## src/rtl/alarm_controller_if.sv

```systemverilog
// Alarm controller signal bundle: time/alarm settings, tick and buttons in,
// ringing/snooze status and buzzer out.
//   master : alarm source side (clock counters, settings, buttons)
//   slave  : alarm_controller
interface alarm_controller_if;
  logic        tick_1hz;
  logic [4:0]  cur_hr;
  logic [5:0]  cur_min;
  logic [5:0]  cur_sec;
  logic [4:0]  alarm_hr;
  logic [5:0]  alarm_min;
  logic        alarm_en;
  logic        snooze_btn;
  logic        stop_btn;
  logic        ringing;
  logic        snoozing;
  logic        buzzer;
  logic [11:0] snooze_left;
  logic [3:0]  snooze_cnt;

  modport master (
    output tick_1hz, cur_hr, cur_min, cur_sec, alarm_hr, alarm_min,
           alarm_en, snooze_btn, stop_btn,
    input  ringing, snoozing, buzzer, snooze_left, snooze_cnt
  );

  modport slave (
    input  tick_1hz, cur_hr, cur_min, cur_sec, alarm_hr, alarm_min,
           alarm_en, snooze_btn, stop_btn,
    output ringing, snoozing, buzzer, snooze_left, snooze_cnt
  );
endinterface

```

## src/rtl/alarm_controller.sv

```systemverilog
// Alarm sequencer: detects the hh:mm:00 alarm match on the 1 Hz tick and runs
// the IDLE / RINGING / SNOOZE machine with ring timeout and snooze limit.
//   clk   : system clock
//   reset : asynchronous active-low reset
//   bus   : alarm_controller_if.slave (time, settings, tick, buttons in;
//           ringing, snoozing, buzzer, snooze_left, snooze_cnt out, all registered)
module alarm_controller #(
  parameter int unsigned SNOOZE_MIN     = 5,
  parameter int unsigned RING_TIMEOUT_S = 60,
  parameter int unsigned MAX_SNOOZE     = 3
) (
  input  logic                clk,
  input  logic                reset,
  alarm_controller_if.slave   bus
);

  localparam int unsigned SNOOZE_S = SNOOZE_MIN * 60;
  localparam logic [11:0] SNOOZE_LEN = 12'(SNOOZE_S);
  localparam logic [7:0]  RING_LAST  = 8'(RING_TIMEOUT_S - 1);
  localparam logic [3:0]  SNOOZE_MAX = 4'(MAX_SNOOZE);

  typedef enum logic [1:0] {IDLE, RINGING, SNOOZE} state_e;

  state_e      state_q, state_d;
  logic [7:0]  ring_cnt_q, ring_cnt_d;
  logic        buzzer_q, buzzer_d;
  logic [11:0] snooze_left_q, snooze_left_d;
  logic [3:0]  snooze_cnt_q, snooze_cnt_d;
  logic        ringing_q, ringing_d;
  logic        snoozing_q, snoozing_d;
  logic        match_c;
  logic        go_idle_c;

  // Alarm match, evaluated only on the tick cycle and only at second zero
  assign match_c = bus.tick_1hz & bus.alarm_en &
                   (bus.cur_hr == bus.alarm_hr) &
                   (bus.cur_min == bus.alarm_min) &
                   (bus.cur_sec == 6'd0);

  // State and output registers
  always_ff @(posedge clk or negedge reset) begin
    if (!reset) begin
      state_q       <= IDLE;
      ring_cnt_q    <= 8'd0;
      buzzer_q      <= 1'b0;
      snooze_left_q <= 12'd0;
      snooze_cnt_q  <= 4'd0;
      ringing_q     <= 1'b0;
      snoozing_q    <= 1'b0;
    end else begin
      state_q       <= state_d;
      ring_cnt_q    <= ring_cnt_d;
      buzzer_q      <= buzzer_d;
      snooze_left_q <= snooze_left_d;
      snooze_cnt_q  <= snooze_cnt_d;
      ringing_q     <= ringing_d;
      snoozing_q    <= snoozing_d;
    end
  end

  // Next-state logic; buttons take priority over the tick in every state
  always_comb begin
    state_d       = state_q;
    ring_cnt_d    = ring_cnt_q;
    buzzer_d      = buzzer_q;
    snooze_left_d = snooze_left_q;
    snooze_cnt_d  = snooze_cnt_q;
    go_idle_c     = 1'b0;

    unique case (state_q)
      IDLE: begin
        if (match_c) begin
          state_d      = RINGING;
          ring_cnt_d   = 8'd0;
          buzzer_d     = 1'b1;
          snooze_cnt_d = 4'd0;
        end
      end
      RINGING: begin
        if (!bus.alarm_en || bus.stop_btn) begin
          go_idle_c = 1'b1;
        end else if (bus.snooze_btn) begin
          // Once the snooze budget is spent a snooze press acts as stop
          if (snooze_cnt_q < SNOOZE_MAX) begin
            state_d       = SNOOZE;
            snooze_cnt_d  = snooze_cnt_q + 4'd1;
            snooze_left_d = SNOOZE_LEN;
            buzzer_d      = 1'b0;
          end else begin
            go_idle_c = 1'b1;
          end
        end else if (bus.tick_1hz) begin
          if (ring_cnt_q == RING_LAST) begin
            go_idle_c = 1'b1;
          end else begin
            ring_cnt_d = ring_cnt_q + 8'd1;
            buzzer_d   = ~buzzer_q;
          end
        end
      end
      SNOOZE: begin
        if (!bus.alarm_en || bus.stop_btn) begin
          go_idle_c = 1'b1;
        end else if (bus.tick_1hz) begin
          if (snooze_left_q == 12'd1) begin
            state_d       = RINGING;
            snooze_left_d = 12'd0;
            ring_cnt_d    = 8'd0;
            buzzer_d      = 1'b1;
          end else begin
            snooze_left_d = snooze_left_q - 12'd1;
          end
        end
      end
      default: go_idle_c = 1'b1;
    endcase

    if (go_idle_c) begin
      state_d       = IDLE;
      ring_cnt_d    = 8'd0;
      buzzer_d      = 1'b0;
      snooze_left_d = 12'd0;
      snooze_cnt_d  = 4'd0;
    end
  end

  // Status flags registered from the next state so they align with it
  assign ringing_d  = (state_d == RINGING);
  assign snoozing_d = (state_d == SNOOZE);

  assign bus.ringing     = ringing_q;
  assign bus.snoozing    = snoozing_q;
  assign bus.buzzer      = buzzer_q;
  assign bus.snooze_left = snooze_left_q;
  assign bus.snooze_cnt  = snooze_cnt_q;

endmodule

```

## src/flat_wrapper.sv

```systemverilog
// flat-port wrapper written by rule: the top's interface ports become plain ports
module alarm_controller_flat 
#(
  parameter int unsigned SNOOZE_MIN     = 5,
  parameter int unsigned RING_TIMEOUT_S = 60,
  parameter int unsigned MAX_SNOOZE     = 3
)
  (clk, reset, bus_tick_1hz, bus_cur_hr, bus_cur_min, bus_cur_sec, bus_alarm_hr, bus_alarm_min, bus_alarm_en, bus_snooze_btn, bus_stop_btn, bus_ringing, bus_snoozing, bus_buzzer, bus_snooze_left, bus_snooze_cnt);
  alarm_controller_if bus_i ();
  input  logic clk;
  input  logic reset;
  input wire logic [$bits(bus_i.tick_1hz)-1:0] bus_tick_1hz;
  input wire logic [$bits(bus_i.cur_hr)-1:0] bus_cur_hr;
  input wire logic [$bits(bus_i.cur_min)-1:0] bus_cur_min;
  input wire logic [$bits(bus_i.cur_sec)-1:0] bus_cur_sec;
  input wire logic [$bits(bus_i.alarm_hr)-1:0] bus_alarm_hr;
  input wire logic [$bits(bus_i.alarm_min)-1:0] bus_alarm_min;
  input wire logic [$bits(bus_i.alarm_en)-1:0] bus_alarm_en;
  input wire logic [$bits(bus_i.snooze_btn)-1:0] bus_snooze_btn;
  input wire logic [$bits(bus_i.stop_btn)-1:0] bus_stop_btn;
  output wire logic [$bits(bus_i.ringing)-1:0] bus_ringing;
  output wire logic [$bits(bus_i.snoozing)-1:0] bus_snoozing;
  output wire logic [$bits(bus_i.buzzer)-1:0] bus_buzzer;
  output wire logic [$bits(bus_i.snooze_left)-1:0] bus_snooze_left;
  output wire logic [$bits(bus_i.snooze_cnt)-1:0] bus_snooze_cnt;
  assign bus_i.tick_1hz = bus_tick_1hz;
  assign bus_i.cur_hr = bus_cur_hr;
  assign bus_i.cur_min = bus_cur_min;
  assign bus_i.cur_sec = bus_cur_sec;
  assign bus_i.alarm_hr = bus_alarm_hr;
  assign bus_i.alarm_min = bus_alarm_min;
  assign bus_i.alarm_en = bus_alarm_en;
  assign bus_i.snooze_btn = bus_snooze_btn;
  assign bus_i.stop_btn = bus_stop_btn;
  assign bus_ringing = bus_i.ringing;
  assign bus_snoozing = bus_i.snoozing;
  assign bus_buzzer = bus_i.buzzer;
  assign bus_snooze_left = bus_i.snooze_left;
  assign bus_snooze_cnt = bus_i.snooze_cnt;
  alarm_controller #(.SNOOZE_MIN(SNOOZE_MIN), .RING_TIMEOUT_S(RING_TIMEOUT_S), .MAX_SNOOZE(MAX_SNOOZE)) u_core (.clk(clk), .reset(reset), .bus(bus_i));
endmodule
```

## config.mk

```make
export PLATFORM = sky130hd
export DESIGN_NAME = alarm_controller_flat
export DESIGN_NICKNAME = d
export VERILOG_FILES = /design/src/rtl/alarm_controller_if.sv /design/src/rtl/alarm_controller.sv /design/src/flat_wrapper.sv
export SDC_FILE = /design/constraint.sdc
export NUM_CORES = 1
export LEC_CHECK = 0
export CAP_MARGIN = 30
export CELL_PAD_IN_SITES_DETAIL_PLACEMENT = 0
export CELL_PAD_IN_SITES_GLOBAL_PLACEMENT = 1
export CORE_UTILIZATION = 33
export DETAILED_ROUTE_END_ITERATION = 10
export PLACE_DENSITY_LB_ADDON = 0.1
export SLEW_MARGIN = 25
export SYNTH_ARGS = -nofsm -noshare
export SYNTH_HDL_FRONTEND = slang
export SYNTH_SLANG_ARGS = --single-unit
```

## constraint.sdc

```tcl
create_clock -name clk -period 2 [get_ports clk]
set_clock_uncertainty 0.1 [all_clocks]
set_input_delay 0.6 -clock clk [delete_from_list [all_inputs] [get_ports clk]]
set_output_delay 0.6 -clock clk [all_outputs]
set_load 0.02 [all_outputs]
```

Word level (Yosys, flattened, before mapping)
Index checks and enable logic that the tools add are counted.
{"block": "totals", "reg_bits": 29, "in_bits": 34, "out_inout_bits": 19, "wordCells": 99}
{"block": "classes", "add_sub_neg": 3, "order_cmp": 1, "n_eq_ne": 21, "muxes": 51, "n_bitwise": 5, "n_reduce_logical": 11}
{"cell": "12-bit 2-to-1 mux", "count": 7}
{"cell": "8-bit 2-to-1 mux", "count": 9}
{"cell": "12-bit one-hot mux with 2 select lines", "count": 1}
{"cell": "8-bit one-hot mux with 3 select lines", "count": 1}
{"cell": "3-bit by 2-bit inequality test with 1-bit output, second input constant", "count": 7}
{"cell": "4-bit 2-to-1 mux", "count": 5}
{"cell": "9-bit AND reduction", "count": 2}
{"cell": "1-bit 2-to-1 mux", "count": 16}
{"cell": "2-bit 2-to-1 mux", "count": 8}
{"cell": "12-bit by 1-bit equality test with 1-bit output, second input constant", "count": 1}
{"cell": "12-bit by 1-bit subtractor with 12-bit output, second input constant", "count": 1}
{"cell": "3-bit by 1-bit inequality test with 1-bit output, second input constant", "count": 3}
{"cell": "8-bit by 1-bit adder with 8-bit output, second input constant", "count": 1}
{"cell": "8-bit by 6-bit equality test with 1-bit output, second input constant", "count": 1}
{"cell": "4-bit by 3-bit inequality test with 1-bit output, second input constant", "count": 2}
{"cell": "4-bit one-hot mux with 2 select lines", "count": 1}
{"cell": "6-bit equality test", "count": 1}
{"cell": "6-bit zero test", "count": 1}
{"cell": "1-bit one-hot mux with 3 select lines", "count": 2}
{"cell": "2-bit one-hot mux with 3 select lines", "count": 1}
{"cell": "6-bit AND reduction", "count": 1}
{"cell": "3-bit nonzero test", "count": 2}
{"cell": "5-bit equality test", "count": 1}
{"cell": "5-bit AND reduction", "count": 1}
{"cell": "other kinds (11)", "count": 16}

Logic depth before layout (Yosys ltp)
Gate-level depths: netlist of the first run.
{"block": "logic_depth", "depth_word": 8, "mapped_depth": 10, "mapped_depth_nobuf": 8}

Worst setup path before layout of the first run
Ideal clock, no wire load.
{"block": "synth_path", "path_kind": "input-to-reg", "from": "input port bus_cur_sec[0]", "to": "register u_core.ring_cnt_q[4]", "setup_ps": 122, "arrival_ps": 2374, "path_slack_ps": -596, "stages": 7, "path_buffers": 1, "path_cell_list": "or4_1 > or4_4 > nor4_4 > or2b_4 > buf_8 > nand3_2 > a32o_1"}
{"block": "synth_via", "elab_chain_len": 4}
{"item": "start: declaration", "line_no": "flat_wrapper.sv:15", "text": "input wire logic [$bits(bus_i.cur_sec)-1:0] bus_cur_sec;"}
{"item": "6-bit zero test", "line_no": "alarm_controller.sv:38", "text": "(bus.cur_sec == 6'd0);"}
{"item": "1-bit bitwise AND", "line_no": "alarm_controller.sv:37", "text": "(bus.cur_min == bus.alarm_min) &"}
{"item": "3-bit by 1-bit inequality test with 1-bit output (no line)"}
{"item": "9-bit AND reduction (no line)"}
{"item": "end signal: assignment", "line_no": "alarm_controller.sv:52", "text": "ring_cnt_q <= ring_cnt_d;"}
{"item": "end: declaration", "line_no": "alarm_controller.sv:25", "text": "logic [7:0] ring_cnt_q, ring_cnt_d;"}
No other way between the ends.
A chain may end at the register's enable or synchronous reset.

Worst setup path after layout of the first run
{"block": "layout_path", "from": "input port bus_cur_sec[2]", "to": "register u_core.ring_cnt_q[0]"}
The elaborated chain is that of the path after synthesis.

==> metrics.txt, run 1 <==
Residual DRC=0; unrepaired setup endpoints after global routing=true; max_cap viols=0; die width=about 81 µm; EDFF count, synth=0; pin count of the biggest net entering global routing=30; vias per cell=5.24; fin crit period=roughly 2.4 ns; Crit. Startpoint=bus_cur_sec[2]; initial antenna violation count=0; design area=3970 µm²; hold depth=2; failing checks=setup timing; total track usage=23.1%; flop-to-flop setup slack=-0.24 ns; Synth warnings=0; Reg2Reg Depth=7; largest family of logic cells by synthesized area=compound AO/OA/AOI/OAI gates; clock buffer depth=2; Starting Density=between 30% and 40%; hold-fix buffers at CTS=0; CTS tree=yes; hold endpoint=u_core.bus.snooze_left[0]; post-synthesis xor/xnor area fraction=under 10%; Avg Cell Area, Syn=around 9.0 µm²; Post-synth top flop=dfrtp_1; Worst-Skew Late Latency=approximately 0.28 ns; Async SR Flop Fraction=100%; Arr. time, crit path=between 2 and 3 ns; CP max FO=6; fin worst setup slack=-0.439 ns; largest vdd supply drop=between 0.0005 and 0.0006 V; # rows=28; final std cells w/o fill=460; Die Ht=a little over 80 µm; P per Cell Area=600 nW/µm²; antenna-violating nets left=0; ant diodes=0; hold slack=between 0.4 and 0.5 ns; post-synthesis compound-gate area fraction=between 20% and 30%; I/O pins=53; Worst R2R End=u_core.ring_cnt_q[3]; Synth Area in Simple Gates=approximately a quarter; cts bufs inserted=5; Mapped Cells=around 230; I/O Buffers=between 50 and 60; P_leak=~1.8 nW; half-perimeter wire length after placement=between 5 and 6 mm; Finished Core Util=66.2%; DR vias=2410; # setup viols final=29; final number of hold-violating endpoints=0; Overflow after GRT=0; Net Count, Synth=274; origin of the critical flop-to-flop path=u_core.bus.snooze_left[11]; sequential area share after synthesis=a little over a third; clock sink total=29; Layout Nets=about 430; post-synthesis cell area=a little over 2000 µm²; fillers=~510; layout cells sized above 1=roughly 46%; TritonRoute pass-1 iters=4; Crit Path Class=in -> reg; DR iter-0 viols=between 70 and 80; vias in the first global route=approximately 2500; routability cong.=0.773; first-pass GRT wire length=roughly 12 mm; wire per inst=roughly 16 µm; Synth Area in Adders=~5.4%; Placed Area=roughly 3300 µm²; Final Slew Violations=0; hold path start=u_core.bus.snooze_left[0]; CP startpoint kind=input pin; CTS clk-pin slew, worst paths=roughly 0.06 ns; Yosys reg bits=29; Root Driver=clkbuf_8; Post-Route WL=roughly 7.2 mm; mux cell area share after synthesis=less than 1%; area of the die=between 6000 and 7000 µm²; worst path required time=2.07 ns; Worst slew margin=62.3%; H-tree depth=2; Worst Max-Slew Pin Slew=between 0.5 and 0.6 ns; Area growth syn-to-layout=91.1%; crit path capture type=register; max frequency=410 MHz; Netlist cell types=53; Core Box Area=5990 µm²; fin crit share=122%; placed insts=between 400 and 500; Total Power=~2.4 mW; outcome=complete, but fails checks; worst min path class=reg -> reg
-- Yosys cell counts (2+ instances only) --
master | instances | share of area, %
nand3_1 | 9 | 2.2
nor2_1 | 17 | 3.1
and3_1 | 3 | 0.90
a22o_1 | 5 | 2.1
o31ai_1 | 3 | 1.1
and2_1 | 7 | 2.1
and3b_1 | 2 | 0.84
buf_2 | 2 | 0.48
nand4_1 | 5 | 1.5
nor3b_1 | 2 | 0.72
a31oi_1 | 5 | 1.5
nand2_1 | 11 | 2.0
a21boi_0 | 2 | 0.72
a21o_1 | 6 | 2.2
nand2b_1 | 2 | 0.60
a32o_1 | 2 | 0.96
a211o_1 | 4 | 1.7
a21oi_1 | 7 | 1.7
o211ai_1 | 3 | 1.1
o2bb2ai_1 | 6 | 2.5
o21a_1 | 4 | 1.4
o41ai_1 | 4 | 1.7
o21ai_0 | 15 | 3.6
xnor2_1 | 11 | 4.6
clkbuf_1 | 3 | 0.54
a32oi_1 | 2 | 0.84
a211oi_1 | 2 | 0.72
o21ai_1 | 2 | 0.48
inv_1 | 11 | 2.0
dfrtp_1 | 29 | 35
nor3_1 | 13 | 3.1
nor4_1 | 3 | 0.90
ha_1 | 9 | 5.4
-- registers in the layout (all words and copies together) (netlist names) --
signal and flops:
u_core.bus.snooze_left 12, u_core.ring_cnt_q 8, u_core.bus.snooze_cnt 4, u_core.state_q 2, u_core.bus.buzzer 1, u_core.bus.ringing 1
u_core.bus.snoozing 1
-- critical path: stages --
cell,delay (ns)
buf_6,0.09
or4_4,0.51
or4_4,0.51
nor4_4,0.18
or2b_4,0.22
o211ai_1,0.14
a32o_2,0.26
-- final cells by class --
| type | instances | area [µm²] | area share [%] |
|---|---|---|---|
| clock buffer | 7 | 96.3 | 2.43 |
| clock inverter | 1 | 5.00 | 0.126 |
| inverter | 11 | 41.3 | 1.04 |
| multi-input combinational | 186 | 1680 | 42.4 |
| sequential | 29 | 727 | 18.3 |
| tap | 75 | 93.8 | 2.36 |
| timing repair buffer | 151 | 1320 | 33.4 |
-- report_power, final --
group	switching (mW)	total [mW]	leakage, nW	internal [mW]
Combinational	0.559	1.14	1.37	0.577
Sequential	0.0469	0.701	0.384	0.654
Clock	0.232	0.542	0.0542	0.311
Total	0.838	2.38	1.81	1.54
-- cells by family (layout without fill, tap and decap cells) --
family	count (synthesis)	after routing
flops	29	29
compound gates	76	77
xor+xnor	11	11
mux	1	1
buf+inv	17	170
simple gates	88	88
fa+ha+maj	9	9
-- what timing repair did --
item / CTS / global route
buffers inserted: 11 / 10
pin swaps: 24 / 23
endpoints found under the setup margin: 46 / 29
cloned: 1 / 0
gates resized for setup: 79 / 40
-- cells in the final DEF (no fill, tap or decap), types with 3 or more instances in the layout --
cell	n
dfrtp_1	28
nor3_1	8
a21oi_4	6
o211ai_1	3
buf_4	82
o21ai_2	8
inv_2	4
a31oi_1	4
nand2_1	9
nand4_1	5
clkbuf_8	7
clkdlybuf4s50_1	28
o41ai_2	4
nor2_1	13
o21ai_0	8
a211o_1	4
nor2_2	3
a22o_1	5
xnor2_1	11
inv_1	7
ha_1	6
nor3_2	6
nand3_1	8
dlygate4sd2_1	20
o2bb2ai_2	4
and2_1	6
buf_6	18
a21o_1	4
o21a_1	4
-- per-stage QoR --
stage | setup slack [ns] | TNS [ns]
3_3_place_gp | -0.997 | -23.79
4_1_cts | -0.555 | -8.50
6_report | -0.439 | -7.15
5_1_grt | -0.492 | -9.66
2_1_floorplan | -0.521 | -7.39
3_5_place_dp | -1.10 | -24.78
-- how the worst max path moves through the flow --
| stage | slack [ns] | end | cells past startpoint |
|---|---|---|---|
| after detailed placement | -1.10 | u_core.ring_cnt_q[0] | 7 |
| after global placement | -1.0 | u_core.ring_cnt_q[0] | 7 |
| after floorplan | -0.52 | u_core.ring_cnt_q[4] | 7 |
| final | -0.44 | u_core.ring_cnt_q[0] | 7 |
| after global routing | -0.49 | u_core.ring_cnt_q[0] | 7 |
| after CTS | -0.56 | u_core.ring_cnt_q[0] | 7 |
-- layer usage --
layer  global-route usage [%]  part of all wire (%)  up-vias
li1                         -                     -     1185
met3                     4.49                   2.8       10
met2                     39.3                    51       37
met4                     7.50                   1.4        0
met5                        0                     0        -
met1                     29.1                    45     1178
Power figures use the tool's default switching activity.
==> run 2, diff against run 1 <==
--- a/config.mk
+++ b/config.mk
@@ -11,7 +11,9 @@
 export CORE_UTILIZATION = 33
 export DETAILED_ROUTE_END_ITERATION = 10
 export PLACE_DENSITY_LB_ADDON = 0.1
+export SKIP_LAST_GASP = 1
 export SLEW_MARGIN = 25
 export SYNTH_ARGS = -nofsm -noshare
 export SYNTH_HDL_FRONTEND = slang
 export SYNTH_SLANG_ARGS = --single-unit
+export TNS_END_PERCENT = 20
==> metrics.txt, run 2 (synthesis results as in run 1) <==
initial antenna violation count=0; Crit Path Class=in -> reg; # setup viols final=between 40 and 50; Worst-Skew Late Latency=around 0.29 ns; area of the die=between 6000 and 7000 µm²; final std cells w/o fill=between 400 and 500; half-perimeter wire length after placement=around 5 mm; die width=approximately 81 µm; design area=3820 µm²; clock sink total=29; CP max FO=5; routability cong.=0.811; Crit. Startpoint=bus_cur_sec[5]; antenna-violating nets left=0; layout cells sized above 1=approximately 40%; unrepaired setup endpoints after global routing=true; worst min path class=reg -> reg; Finished Core Util=a little under two thirds; Residual DRC=0; Reg2Reg Depth=9; CTS tree=yes; Overflow after GRT=0; Starting Density=a little over a third; most frequent cells in the layout=buf_4 (97), clkdlybuf4s50_1 (45), dfrtp_1 (29), nor2_1 (16), o21ai_0 (13); most common cell after layout, fill and taps aside=buf_4; Worst slew margin=between 70 and 80%; clock buffer depth=2; Critical Path End=u_core.ring_cnt_q[0]; vias per cell=around 5.2; hold-fix buffers at CTS=0; cts bufs inserted=5; Root Driver=clkbuf_8; wire per inst=roughly 15 µm; failing checks=setup timing; outcome=complete, but fails checks; Layout Nets=around 440; Place WS=-1.07 ns; largest vdd supply drop=0.000585 V; fin crit share=123%; total track usage=21.8%; origin of the critical flop-to-flop path=u_core.bus.snooze_left[11]; Post-Route WL=around 7 mm; max_cap viols=0; DR vias=2423; I/O Buffers=52; first-pass GRT wire length=between 10 and 15 mm; max frequency=about 410 MHz; max reg flops=12; worst path required time=approximately 2.1 ns; Area growth syn-to-layout=84.1%; Arr. time, crit path=2.53 ns; Worst Max-Slew Pin Slew=about 0.44 ns; H-tree depth=2; hold slack=about 0.48 ns; TritonRoute pass-1 iters=5; Placed Area=between 3000 and 4000 µm²; vias in the first global route=~2400; Die Ht=slightly above 80 µm; pin count of the biggest net entering global routing=30; fin crit period=2.45 ns; P per Cell Area=between 600 and 700 nW/µm²; # rows=28; Total Power=approximately 2.4 mW; Worst R2R End=u_core.ring_cnt_q[6]; Core Box Area=5990 µm²; setup TNS=-10.30 ns; crit path capture type=register; Final Slew Violations=0; placed insts=450; P_leak=approximately 1.8 nW; ant diodes=0; CP startpoint kind=input pin; fillers=a little over 500; DR iter-0 viols=between 90 and 100; final number of hold-violating endpoints=0; flop-to-flop setup slack=-0.30 ns; CTS clk-pin slew, worst paths=0.06 ns; I/O pins=between 50 and 60; fin worst setup slack=-0.450 ns
==> run 2: changes by cell type in the layout (fill, tap and decap cells not counted), moves of 3 or more <==
cell / delta
dlygate4sd2_1: -20
clkdlybuf4s50_1: +17
buf_4: +15
buf_6: -8
o21ai_2: -6
o21ai_0: +5
nor3_1: +4
nor3_2: -4
buf_2: +3
dlymetal6s2s_1: +3
nor2_1: +3
==> run 2: worst min path at each step <==
stage                               startpoint                   end  slack, ns  cells past startpoint
after floorplan                          reset     u_core.bus.buzzer       0.20                      0
after global placement    u_core.ring_cnt_q[6]  u_core.ring_cnt_q[6]       0.44                      1
after detailed placement  u_core.ring_cnt_q[6]  u_core.ring_cnt_q[6]       0.44                      1
after CTS                 u_core.ring_cnt_q[6]  u_core.ring_cnt_q[6]       0.46                      1
after global routing      u_core.ring_cnt_q[6]  u_core.ring_cnt_q[6]       0.53                      1
final                     u_core.ring_cnt_q[6]  u_core.ring_cnt_q[6]       0.48                      1
==> run 2: cell type report <==
type	instances	area [µm²]	share of cell area, %
Tap cell	75	93.8	2.45
Inverter	11	41.3	1.08
Clock buffer	7	86.3	2.26
Multi-Input combinational cell	186	1500	39.2
Timing Repair Buffer	161	1380	36.1
Sequential cell	29	726	19.0
==> run 2: metal layers <==
layer / GRT usage [%] / routed length (µm)
met4: 7.14 / 119
met5: 0 / 0
met3: 4.16 / 227
met1: 25.0 / 2940
met2: 40.2 / 3740
==> run 2: report_power, final <==
| group | total (mW) | internal (mW) | switching (mW) |
|---|---|---|---|
| Clock | 0.492 | 0.272 | 0.219 |
| Sequential | 0.701 | 0.654 | 0.0465 |
| Combinational | 1.16 | 0.628 | 0.533 |
==> run 2: repair_timing <==
item                       4_1_cts  5_1_grt
resized for setup               24       45
setup endpoints to repair       45       46
pin swaps                        7       15
gates cloned                     1        1
hold endpoints to repair         0        0
buffers inserted                 0       10
==> run 2: critical path: stages <==
cell and delay [ns]:
buf_6 0.09, or4_4 0.51, or4_4 0.51, nor4_4 0.22, or2b_4 0.24, o211ai_1 0.13
a32o_1 0.23
==> run 3, diff against run 2 <==
--- a/config.mk
+++ b/config.mk
@@ -8,8 +8,9 @@
 export CAP_MARGIN = 30
 export CELL_PAD_IN_SITES_DETAIL_PLACEMENT = 0
 export CELL_PAD_IN_SITES_GLOBAL_PLACEMENT = 1
-export CORE_UTILIZATION = 33
+export CORE_UTILIZATION = 35
 export DETAILED_ROUTE_END_ITERATION = 10
+export GPL_TIMING_DRIVEN = 1
 export PLACE_DENSITY_LB_ADDON = 0.1
 export SKIP_LAST_GASP = 1
 export SLEW_MARGIN = 25
==> constraint.sdc (replaced) <==
create_clock -name clk -period 2.7 [get_ports clk]
set_clock_uncertainty 0.1 [all_clocks]
set_input_delay 0.81 -clock clk [delete_from_list [all_inputs] [get_ports clk]]
set_output_delay 0.81 -clock clk [all_outputs]
set_load 0.02 [all_outputs]
==> metrics.txt, run 3 (synthesis results as in run 1) <==
fillers=531; half-perimeter wire length after placement=approximately 4.6 mm; routability cong.=about 0.8; Area growth syn-to-layout=50.1%; largest vdd supply drop=0.000453 V; fin crit share=a little over nine tenths; clock sink total=29; most frequent cells in the layout=clkdlybuf4s50_1 (48), buf_4 (35), dfrtp_1 (29), nor2_1 (17), o21ai_0 (15); hold-fix buffers at CTS=0; Root Driver=clkbuf_8; P per Cell Area=approximately 540 nW/µm²; worst path required time=between 2 and 3 ns; clock buffer depth=2; initial antenna violation count=0; hold path start=u_core.ring_cnt_q[1]; Die Ht=slightly below 80 µm; # rows=27; flop-to-flop setup slack=approximately 0.27 ns; CTS clk-pin slew, worst paths=0.07 ns; most common cell after layout, fill and taps aside=clkdlybuf4s50_1; pin count of the biggest net entering global routing=30; Worst Max-Slew Pin Slew=about 0.91 ns; Reg2Reg Depth=9; hold endpoint=u_core.ring_cnt_q[1]; area of the die=6250 µm²; CTS tree=yes; unrepaired setup endpoints after global routing=true; DR iter-0 viols=around 90; P_leak=roughly 1.3 nW; Worst slew margin=a little under two fifths; Layout Nets=around 360; total track usage=between 20% and 30%; Arr. time, crit path=roughly 2.7 ns; Worst R2R End=u_core.bus.snooze_left[7]; vias per cell=5.41; Final Slew Violations=0; Core Box Area=~5600 µm²; design area=3120 µm²; outcome=complete, no violations; crit path capture type=register; final std cells w/o fill=slightly below 400; fin crit period=between 2 and 3 ns; hold depth=1; cts bufs inserted=5; max frequency=381 MHz; CP max FO=9; antenna-violating nets left=0; # setup viols final=0; Finished Core Util=between 50% and 60%; H-tree depth=2; first-pass GRT wire length=10.3 mm; layout cells sized above 1=between 10% and 20%; final number of hold-violating endpoints=0; ant diodes=0; die width=79.0 µm; Residual DRC=0; Crit Path Class=in -> reg; wire per inst=roughly 15 µm; Starting Density=about 37%; origin of the critical flop-to-flop path=u_core.state_q[0]; I/O Buffers=between 50 and 60; worst min path class=reg -> reg; TritonRoute pass-1 iters=4; I/O pins=53; max reg flops=12; CP startpoint kind=input pin; placed insts=384; Worst-Skew Late Latency=about 0.28 ns; DR vias=2128; setup TNS=0 ns; Overflow after GRT=0; max_cap viols=0; Post-Route WL=~6 mm; Crit. Startpoint=bus_alarm_en; Placed Area=approximately 3000 µm²; vias in the first global route=~2100
## run 3: layout make-up
| type | count | area [µm²] | share of cell area [%] |
|---|---|---|---|
| Tap cell | 72 | 90.1 | 2.89 |
| Multi-Input combinational cell | 185 | 1330 | 42.7 |
| Timing Repair Buffer | 88 | 795 | 25.5 |
| Sequential cell | 29 | 726 | 23.3 |
| Clock inverter | 3 | 65.1 | 2.09 |
| Clock buffer | 5 | 68.8 | 2.21 |
| Inverter | 11 | 41.3 | 1.32 |
## run 3: critical path, stage by stage
cell and delay, ns:
clkdlybuf4s50_1 0.44, nor2b_2 0.19, o21ai_0 0.22, buf_4 0.15
a21o_1 0.15, a21oi_1 0.08, buf_4 0.18, o31ai_1 0.33
o41ai_2 0.13
## run 3: worst max-delay path by stage
stage	end	slack [ns]	cells after the start
global placement	u_core.ring_cnt_q[0]	-0.50	7
detailed placement	u_core.bus.snooze_cnt[0]	-0.54	7
floorplan	u_core.ring_cnt_q[4]	-0.03	7
finish	u_core.bus.snooze_left[7]	0.07	9
CTS	u_core.ring_cnt_q[0]	-0.06	7
global route	u_core.bus.snooze_left[7]	-0.04	8
## run 3: where the power goes
group	switching [mW]	internal, mW
Combinational	0.305	0.307
Sequential	0.0640	0.485
Clock	0.169	0.366
Total	0.538	1.16
## run 3: stage by stage
step | setup slack [ns] | hold WS, ns | power, mW
floorplan | -0.0315 | 0.373 | 0.868
global placement | -0.502 | 0.415 | 1.16
detailed placement | -0.540 | 0.409 | 1.16
CTS | -0.0589 | 0.426 | 1.71
global route | -0.0408 | 0.452 | 1.80
finish | 0.0722 | 0.425 | 1.70
## run 3: metal layers
metal  part of all wire [%]  track usage (%)  vias to the layer above  wire [µm]
met5                      0                0                        -          0
met1                     49             29.9                      990       2930
met4                    1.6             6.36                        0         95
li1                       -                -                     1063          -
met3                    6.3             4.02                        8        381
met2                     43             32.2                       67       2600
## run 3: timing repair
item,in CTS,in global routing
gates resized for setup,15,7
pin swaps,6,4
setup buffers,1,0
endpoints found under the setup margin,17,29
